File: src/rtl/dw_lp_multifunc_seq_pkg.sv
// Shared encodings for the sequential RECIP/SQRT/SQUARE unit.
package dw_lp_multifunc_seq_pkg;

  localparam logic [2:0] FUNC_RECIP  = 3'b001;
  localparam logic [2:0] FUNC_SQRT   = 3'b010;
  localparam logic [2:0] FUNC_SQUARE = 3'b100;

  typedef enum logic [1:0] {
    IDLE = 2'd0,
    BUSY = 2'd1,
    DONE = 2'd2
  } state_t;

  localparam int unsigned ST_INVALID = 0;
  localparam int unsigned ST_EXACT   = 1;

  function automatic logic is_onehot3(input logic [2:0] f);
    return (f == FUNC_RECIP) || (f == FUNC_SQRT) || (f == FUNC_SQUARE);
  endfunction

endpackage

File: src/rtl/dw_lp_multifunc_seq_iter.sv
// One recurrence step for RECIP / SQRT / SQUARE around a single shared add/sub.
module dw_lp_multifunc_seq_iter
  import dw_lp_multifunc_seq_pkg::*;
#(
  parameter int unsigned OP_WIDTH = 16
) (
  input  logic [2:0]            mode,
  input  logic                  pad,
  input  logic [OP_WIDTH-1:0]   opa,
  input  logic [OP_WIDTH+1:0]   rem,
  input  logic [OP_WIDTH-1:0]   res,
  input  logic [2*OP_WIDTH-1:0] src,
  input  logic                  sticky,
  output logic [OP_WIDTH+1:0]   rem_n,
  output logic [OP_WIDTH:0]     res_n,
  output logic [2*OP_WIDTH-1:0] src_n,
  output logic                  sticky_n
);

  localparam int unsigned W = OP_WIDTH;

  logic [W+1:0] x;
  logic [W+1:0] y;
  logic         sub;
  logic [W+2:0] sum;
  logic         ge;

  always_comb begin
    x   = '0;
    y   = '0;
    sub = 1'b0;
    if (mode == FUNC_RECIP) begin
      x   = {rem[W:0], src[2*W-1]};
      y   = {2'b00, opa};
      sub = 1'b1;
    end else if (mode == FUNC_SQRT) begin
      x   = {rem[W-1:0], src[2*W-1 -: 2]};
      y   = {res, 2'b01};
      sub = 1'b1;
    end else begin
      x = rem;
      if (src[0]) y = {2'b00, opa};
    end
  end

  // Subtract as x + ~y + 1 over one extra bit; the top bit is the borrow.
  assign sum = {1'b0, x} + ({1'b0, y} ^ {(W+3){sub}}) + {{(W+2){1'b0}}, sub};
  assign ge  = ~sum[W+2];

  always_comb begin
    rem_n    = rem;
    res_n    = {1'b0, res};
    src_n    = src;
    sticky_n = sticky;
    if (!pad) begin
      if (mode == FUNC_SQUARE) begin
        rem_n    = {1'b0, sum[W+1:1]};
        sticky_n = sticky | sum[0];
        src_n    = src >> 1;
      end else begin
        rem_n = ge ? sum[W+1:0] : x;
        res_n = {res, ge};
        src_n = (mode == FUNC_SQRT) ? (src << 2) : (src << 1);
      end
    end
  end

endmodule

File: src/rtl/dw_lp_multifunc_seq.sv
// Sequential low-power multifunction unit: one result bit per cycle, valid/ready on both sides.
module dw_lp_multifunc_seq
  import dw_lp_multifunc_seq_pkg::*;
#(
  parameter int unsigned OP_WIDTH    = 16,
  parameter logic [2:0]  FUNC_SELECT = 3'b111
) (
  input  logic                clk,
  input  logic                rst,
  input  logic                dg_ctrl,
  input  logic                in_valid,
  output logic                in_ready,
  input  logic [OP_WIDTH-1:0] a,
  input  logic [2:0]          func,
  output logic                out_valid,
  input  logic                out_ready,
  output logic [OP_WIDTH:0]   z,
  output logic [1:0]          status,
  output logic                busy
);

  localparam int unsigned W    = OP_WIDTH;
  localparam int unsigned CW   = $clog2(W + 1);
  localparam logic [CW-1:0] LAST = CW'(W);

  state_t state, state_n;

  logic [CW-1:0]  cnt;
  logic [W-1:0]   opa;
  logic [2:0]     fn;
  logic [W+1:0]   rem;
  logic [W-1:0]   res;
  logic [2*W-1:0] src;
  logic           sticky;

  logic [W+1:0]   rem_n;
  logic [W:0]     res_n;
  logic [2*W-1:0] src_n;
  logic           sticky_n;

  logic           accept, step, last, pad;
  logic           in_ok, zero_div;
  logic [2*W-1:0] src_init;
  logic [W:0]     result;
  logic           exact;
  logic [1:0]     st_inv, st_done;

  always_comb begin
    zero_div = (func == FUNC_RECIP) && (a == '0);
    in_ok    = is_onehot3(func) && ((func & FUNC_SELECT) != 3'b000) && !zero_div;
  end

  always_ff @(posedge clk) begin
    if (rst) state <= IDLE;
    else     state <= state_n;
  end

  always_comb begin
    state_n = state;
    case (state)
      IDLE:    if (accept) state_n = in_ok ? BUSY : DONE;
      BUSY:    if (last) state_n = DONE;
      DONE:    if (out_ready) state_n = IDLE;
      default: state_n = IDLE;
    endcase
  end

  always_comb begin
    in_ready  = (state == IDLE) && dg_ctrl;
    out_valid = (state == DONE);
    busy      = (state == BUSY) || (state == DONE);
    accept    = in_ready && in_valid;
    step      = (state == BUSY);
    last      = step && (cnt == LAST);
    // SQRT/SQUARE produce W bits; their last iteration is an idle pad.
    pad       = (cnt == LAST) && (fn != FUNC_RECIP);
  end

  always_comb begin
    src_init = '0;
    if (func == FUNC_RECIP)     src_init[2*W-1] = 1'b1;
    else if (func == FUNC_SQRT) src_init = {a, {W{1'b0}}};
    else                        src_init[W-1:0] = a;
  end

  always_comb begin
    if (fn == FUNC_SQUARE) begin
      result = rem_n[W:0];
      exact  = ~sticky_n;
    end else begin
      result = res_n;
      exact  = (rem_n == '0);
    end
    st_inv              = '0;
    st_inv[ST_INVALID]  = 1'b1;
    st_done             = '0;
    st_done[ST_EXACT]   = exact;
  end

  dw_lp_multifunc_seq_iter #(
    .OP_WIDTH(OP_WIDTH)
  ) u_iter (
    .mode    (fn),
    .pad     (pad),
    .opa     (opa),
    .rem     (rem),
    .res     (res),
    .src     (src),
    .sticky  (sticky),
    .rem_n   (rem_n),
    .res_n   (res_n),
    .src_n   (src_n),
    .sticky_n(sticky_n)
  );

  always_ff @(posedge clk) begin
    if (rst) begin
      cnt    <= '0;
      opa    <= '0;
      fn     <= '0;
      rem    <= '0;
      res    <= '0;
      src    <= '0;
      sticky <= 1'b0;
      z      <= '0;
      status <= '0;
    end else if (accept) begin
      cnt    <= '0;
      opa    <= a;
      fn     <= func;
      rem    <= '0;
      res    <= '0;
      src    <= src_init;
      sticky <= 1'b0;
      if (!in_ok) begin
        z      <= {(W+1){zero_div}};
        status <= st_inv;
      end
    end else if (step) begin
      cnt    <= last ? '0 : cnt + CW'(1);
      rem    <= rem_n;
      res    <= res_n[W-1:0];
      src    <= src_n;
      sticky <= sticky_n;
      if (last) begin
        z      <= result;
        status <= st_done;
      end
    end
  end

endmodule

File: config.mk
export PLATFORM = sky130hd
export DESIGN_NAME = dw_lp_multifunc_seq
export DESIGN_NICKNAME = d
export VERILOG_FILES = /design/src/rtl/dw_lp_multifunc_seq_pkg.sv /design/src/rtl/dw_lp_multifunc_seq_iter.sv /design/src/rtl/dw_lp_multifunc_seq.sv
export SDC_FILE = /design/constraint.sdc
export NUM_CORES = 1
export LEC_CHECK = 0
export CAP_MARGIN = 10
export CORE_MARGIN = 5
export CORE_UTILIZATION = 23
export CTS_CLUSTER_SIZE = 8
export DETAILED_ROUTE_END_ITERATION = 7
export HOLD_SLACK_MARGIN = 0.12
export PLACE_DENSITY = 0.42
export SLEW_MARGIN = 0
export SYNTH_ARGS = -nofsm -noshare
export SYNTH_HDL_FRONTEND = slang
export SYNTH_SLANG_ARGS = --single-unit
File: constraint.sdc
create_clock -name clk -period 5.6 [get_ports clk]
set_clock_uncertainty 0.2 [all_clocks]
set_input_delay 0.84 -clock clk [delete_from_list [all_inputs] [get_ports clk]]
set_output_delay 0.84 -clock clk [all_outputs]
set_load 0.02 [all_outputs]
==> summary.md <==
| Metric | Value |
|---|---|
| Status | finished, final reports clean |
| Tightest Pin Transition | 1.20 ns |
| CTS Sinks | 112 |
| Total Wirelength | 31.1 mm |
| Input/output buffers | 45 |
| Most frequent cells in the layout | 238 x nand2_1, 119 x nor2_1, 112 x dfxtp_1 |
| Final Net Count | 1156 |
| Critical path arrival | 5.27 ns |
| Largest net degree at the start of global routing | 64 |
| Core Region | 33600 um2 |
| Synthesized area | 7840 um2 |
| Worst Reg2Reg Path Length in Cells | 14 |
| Final hold vios | 0 |
| DIE WIDTH | 195 um |
| Synth Flop Type | dfxtp_1 |
| Clock power frac | 21.6% |
| Via density | 5.27 |
| Async S/R FF share, synth | 0% |
| Clock latency on the worst-skew pair | 0.38 ns |
| Leakage | 0.00338 uW |
| Seq/Total Area, Yosys | 28.6% |
| Final HPWL DP | 22.9 mm |
| Max Fclk | 193 MHz |
| CTS buffer count | 9 |
| Maximum root-to-sink buffer count | 2 |
| Fin Setup TNS | 0 ns |
| Peak supply drop | 0.182 mV |
| Vias | 8229 |
| TritonRoute pass-1 iters | 6 |
| Logic pwr share | 45.6% |
| Initial DRC count | 706 |
| Io pins | 46 |
| CTS H-tree lvls | 3 |
| Final critical-path required period | 5.18 ns |
| Clock-pin slew on the worst setup and hold paths | 0.09 ns |
| Hold Crit Class | register to register |
| Net Sw Power | 1390 uW |
| Worst rel slew slack | 19.4% |
| Hold path depth | 2 |
| WS Path Type | register to register |
| First-pass GRT wire length | 48.1 mm |
| TritonCTS clock tree | yes |
| Worst setup EP type | register |
| Commonest non-fill, non-tap cell in the layout | nand2_1 |
| Avg WL per Cell | 19.9 um |
| GP Congestion | 0.894 |
| Synthesized area per cell | 7.08 um2 |
| Worst EP required | 5.69 ns |
| Post-CTS Hold Buffers | 0 |
| All-layer global routing usage | 16.0% |
| Crit path max fanout | 11 |
| Post-Synthesis Cells | 1108 |
| Fin util | 27.0% |
| Placed instance area | 8760 um2 |
| CP startpoint kind | register |
| Layout cells sized above 1 | 7.64% |
| Internal | 1820 uW |
| Die area | 37900 um2 |
| Vias in the first global route | 7665 |
| Drc violations | 0 |
| Critical R2R Capture | status[1]$_SDFFE_PP0P_ |
| RSZ-0062 raised after global routing | false |
| Pwr/cell area | 355 nW/um2 |
| Max Slew Vio Count | 0 |
| Hold endpoint | status[0]$_SDFFE_PP0P_ |
| Die H | 195 um |
| FF+latch count, synth | 112 |
| Warnings, synthesis | 0 |
| Syn nets | 1155 |
| # Post-CTS Setup Buffers | 0 |
| Post-route ant nets | 0 |
| R2R Setup Slk | 0.42 ns |
| Post-synth EDFFs | 0 |
| # diodes | 0 |
| Worst r2r src | fn[1]$_SDFFE_PP0P_ |
| Max Cap Violations | 0 |
| CTS resizes | 0 |
| Initial antenna violation count | 0 |
| Total global routing overflow | 0 |
| Area delta synth->final | 15.6% |
| Starting Density | 23.3% |
| Root buffer cell | clkbuf_16 |
| Net Sw Frac | 43.3% |
| Yosys cell types | 81 |
| Row count | 67 |
| Seq pwr share | 32.8% |
| Hold path startpoint | status[0]$_SDFFE_PP0P_ |
| Final setup viols | 0 |
| Final period utilization | 92.6% |
| Finished Cell Area | 9060 um2 |
-- how the worst max path moves through the flow --
stage,start,endpoint,slack (ns),cells past startpoint
global route,fn[1]$_SDFFE_PP0P_,status[1]$_SDFFE_PP0P_,0.14,16
detailed placement,fn[1]$_SDFFE_PP0P_,status[1]$_SDFFE_PP0P_,0.55,14
CTS,fn[1]$_SDFFE_PP0P_,status[1]$_SDFFE_PP0P_,0.54,14
floorplan,fn[2]$_SDFFE_PP0P_,status[1]$_SDFFE_PP0P_,0.74,18
finish,fn[1]$_SDFFE_PP0P_,status[1]$_SDFFE_PP0P_,0.42,14
global placement,fn[1]$_SDFFE_PP0P_,status[1]$_SDFFE_PP0P_,0.60,16
-- state kept, by name, indices dropped and copies added, names as in the netlist --
register / flops
cnt: 5
fn: 3
opa: 16
rem: 18
res: 16
src: 32
state: 2
status: 2
sticky: 1
z: 17
-- synthesized netlist by cell type, types with 4 or more instances --
cell type	number	area [um2]
clkbuf_1	66	248
nor4_1	11	68.8
or2_2	4	25.0
dfxtp_1	112	2240
xnor2_1	5	43.8
a2111oi_0	4	35.0
buf_1	8	30.0
a21o_1	8	60.1
a311oi_1	30	263
o211ai_1	33	248
mux2i_1	25	250
o221a_2	4	45.0
ha_1	22	275
a22o_1	6	52.6
nand3_1	44	220
o21ai_0	33	165
nand4_1	8	50.1
and2_1	4	25.0
a31oi_1	17	106
a221oi_1	6	52.6
nand2b_1	4	25.0
a21oi_1	105	526
a211oi_1	29	218
nor3_1	38	190
nor2_1	119	447
nand2_1	241	905
xor2_1	9	78.8
nor2b_1	4	25.0
buf_2	9	45.0
nor3b_1	6	45.0
inv_1	14	52.6
-- critical path: stages (launching register included) --
cell and delay [ns]:
dfxtp_1 0.53, or3b_2 0.51, and2_1 0.34, a211oi_1 0.29, a21oi_1 0.08, ha_1 0.44, a211oi_2 0.42, o2111ai_2 0.25
a41oi_1 0.39, xor2_1 0.28, o2bb2a_1 0.28, o211ai_1 0.15, a2111oi_0 0.52, o2111ai_1 0.21, o41ai_2 0.21
-- routing by layer --
layer | up-vias | GRT usage [%] | wire length (um)
li1 | 4031 | - | -
met1 | 3938 | 22.9 | 15000
met2 | 230 | 25.1 | 14100
met3 | 30 | 2.61 | 1580
met4 | 0 | 4.22 | 518
met5 | - | 0 | 0
-- cell families (layout without fill, tap and decap cells) --
| logic type | count (synthesis) | count (layout) | synth area share (%) |
|---|---|---|---|
| AND/OR/NAND/NOR | 504 | 504 | 28.2 |
| buffers and inverters | 99 | 104 | 4.98 |
| flip-flops | 112 | 112 | 28.6 |
| XOR/XNOR | 14 | 14 | 1.56 |
| AO/OA/AOI/OAI | 331 | 331 | 29.7 |
| multiplexers | 25 | 25 | 3.19 |
| adder cells (fa/ha/maj) | 23 | 23 | 3.77 |
-- area by class of cell --
class	instances	area [um2]
tap	448	561
multi-input combinational	897	5240
sequential	112	2240
inverter	15	56.3
clock buffer	11	253
fill	3695	24600
clock inverter	4	53.8
timing repair buffer	74	663
-- metrics by stage --
step | setup slack (ns) | power (uW) | hold slack [ns] | instances
after global routing | 0.143 | 3430 | 0.311 | 1561
after CTS | 0.542 | 3220 | 0.280 | 1561
final | 0.417 | 3220 | 0.276 | 1561
after global placement | 0.600 | 2530 | 0.250 | 1546
after floorplan | 0.738 | 2050 | 0.250 | 1108
after detailed placement | 0.552 | 2520 | 0.261 | 1546
-- power groups by stage --
stage          sequential, uW  combinational (uW)  clock [uW]
5_1_grt                  1070                1610         748
6_report                 1060                1470         696
3_3_place_gp             1070                1460           0
2_1_floorplan            1040                1010           0
3_5_place_dp             1070                1450           0
4_1_cts                  1050                1450         717
Power figures use the tool's default switching activity.
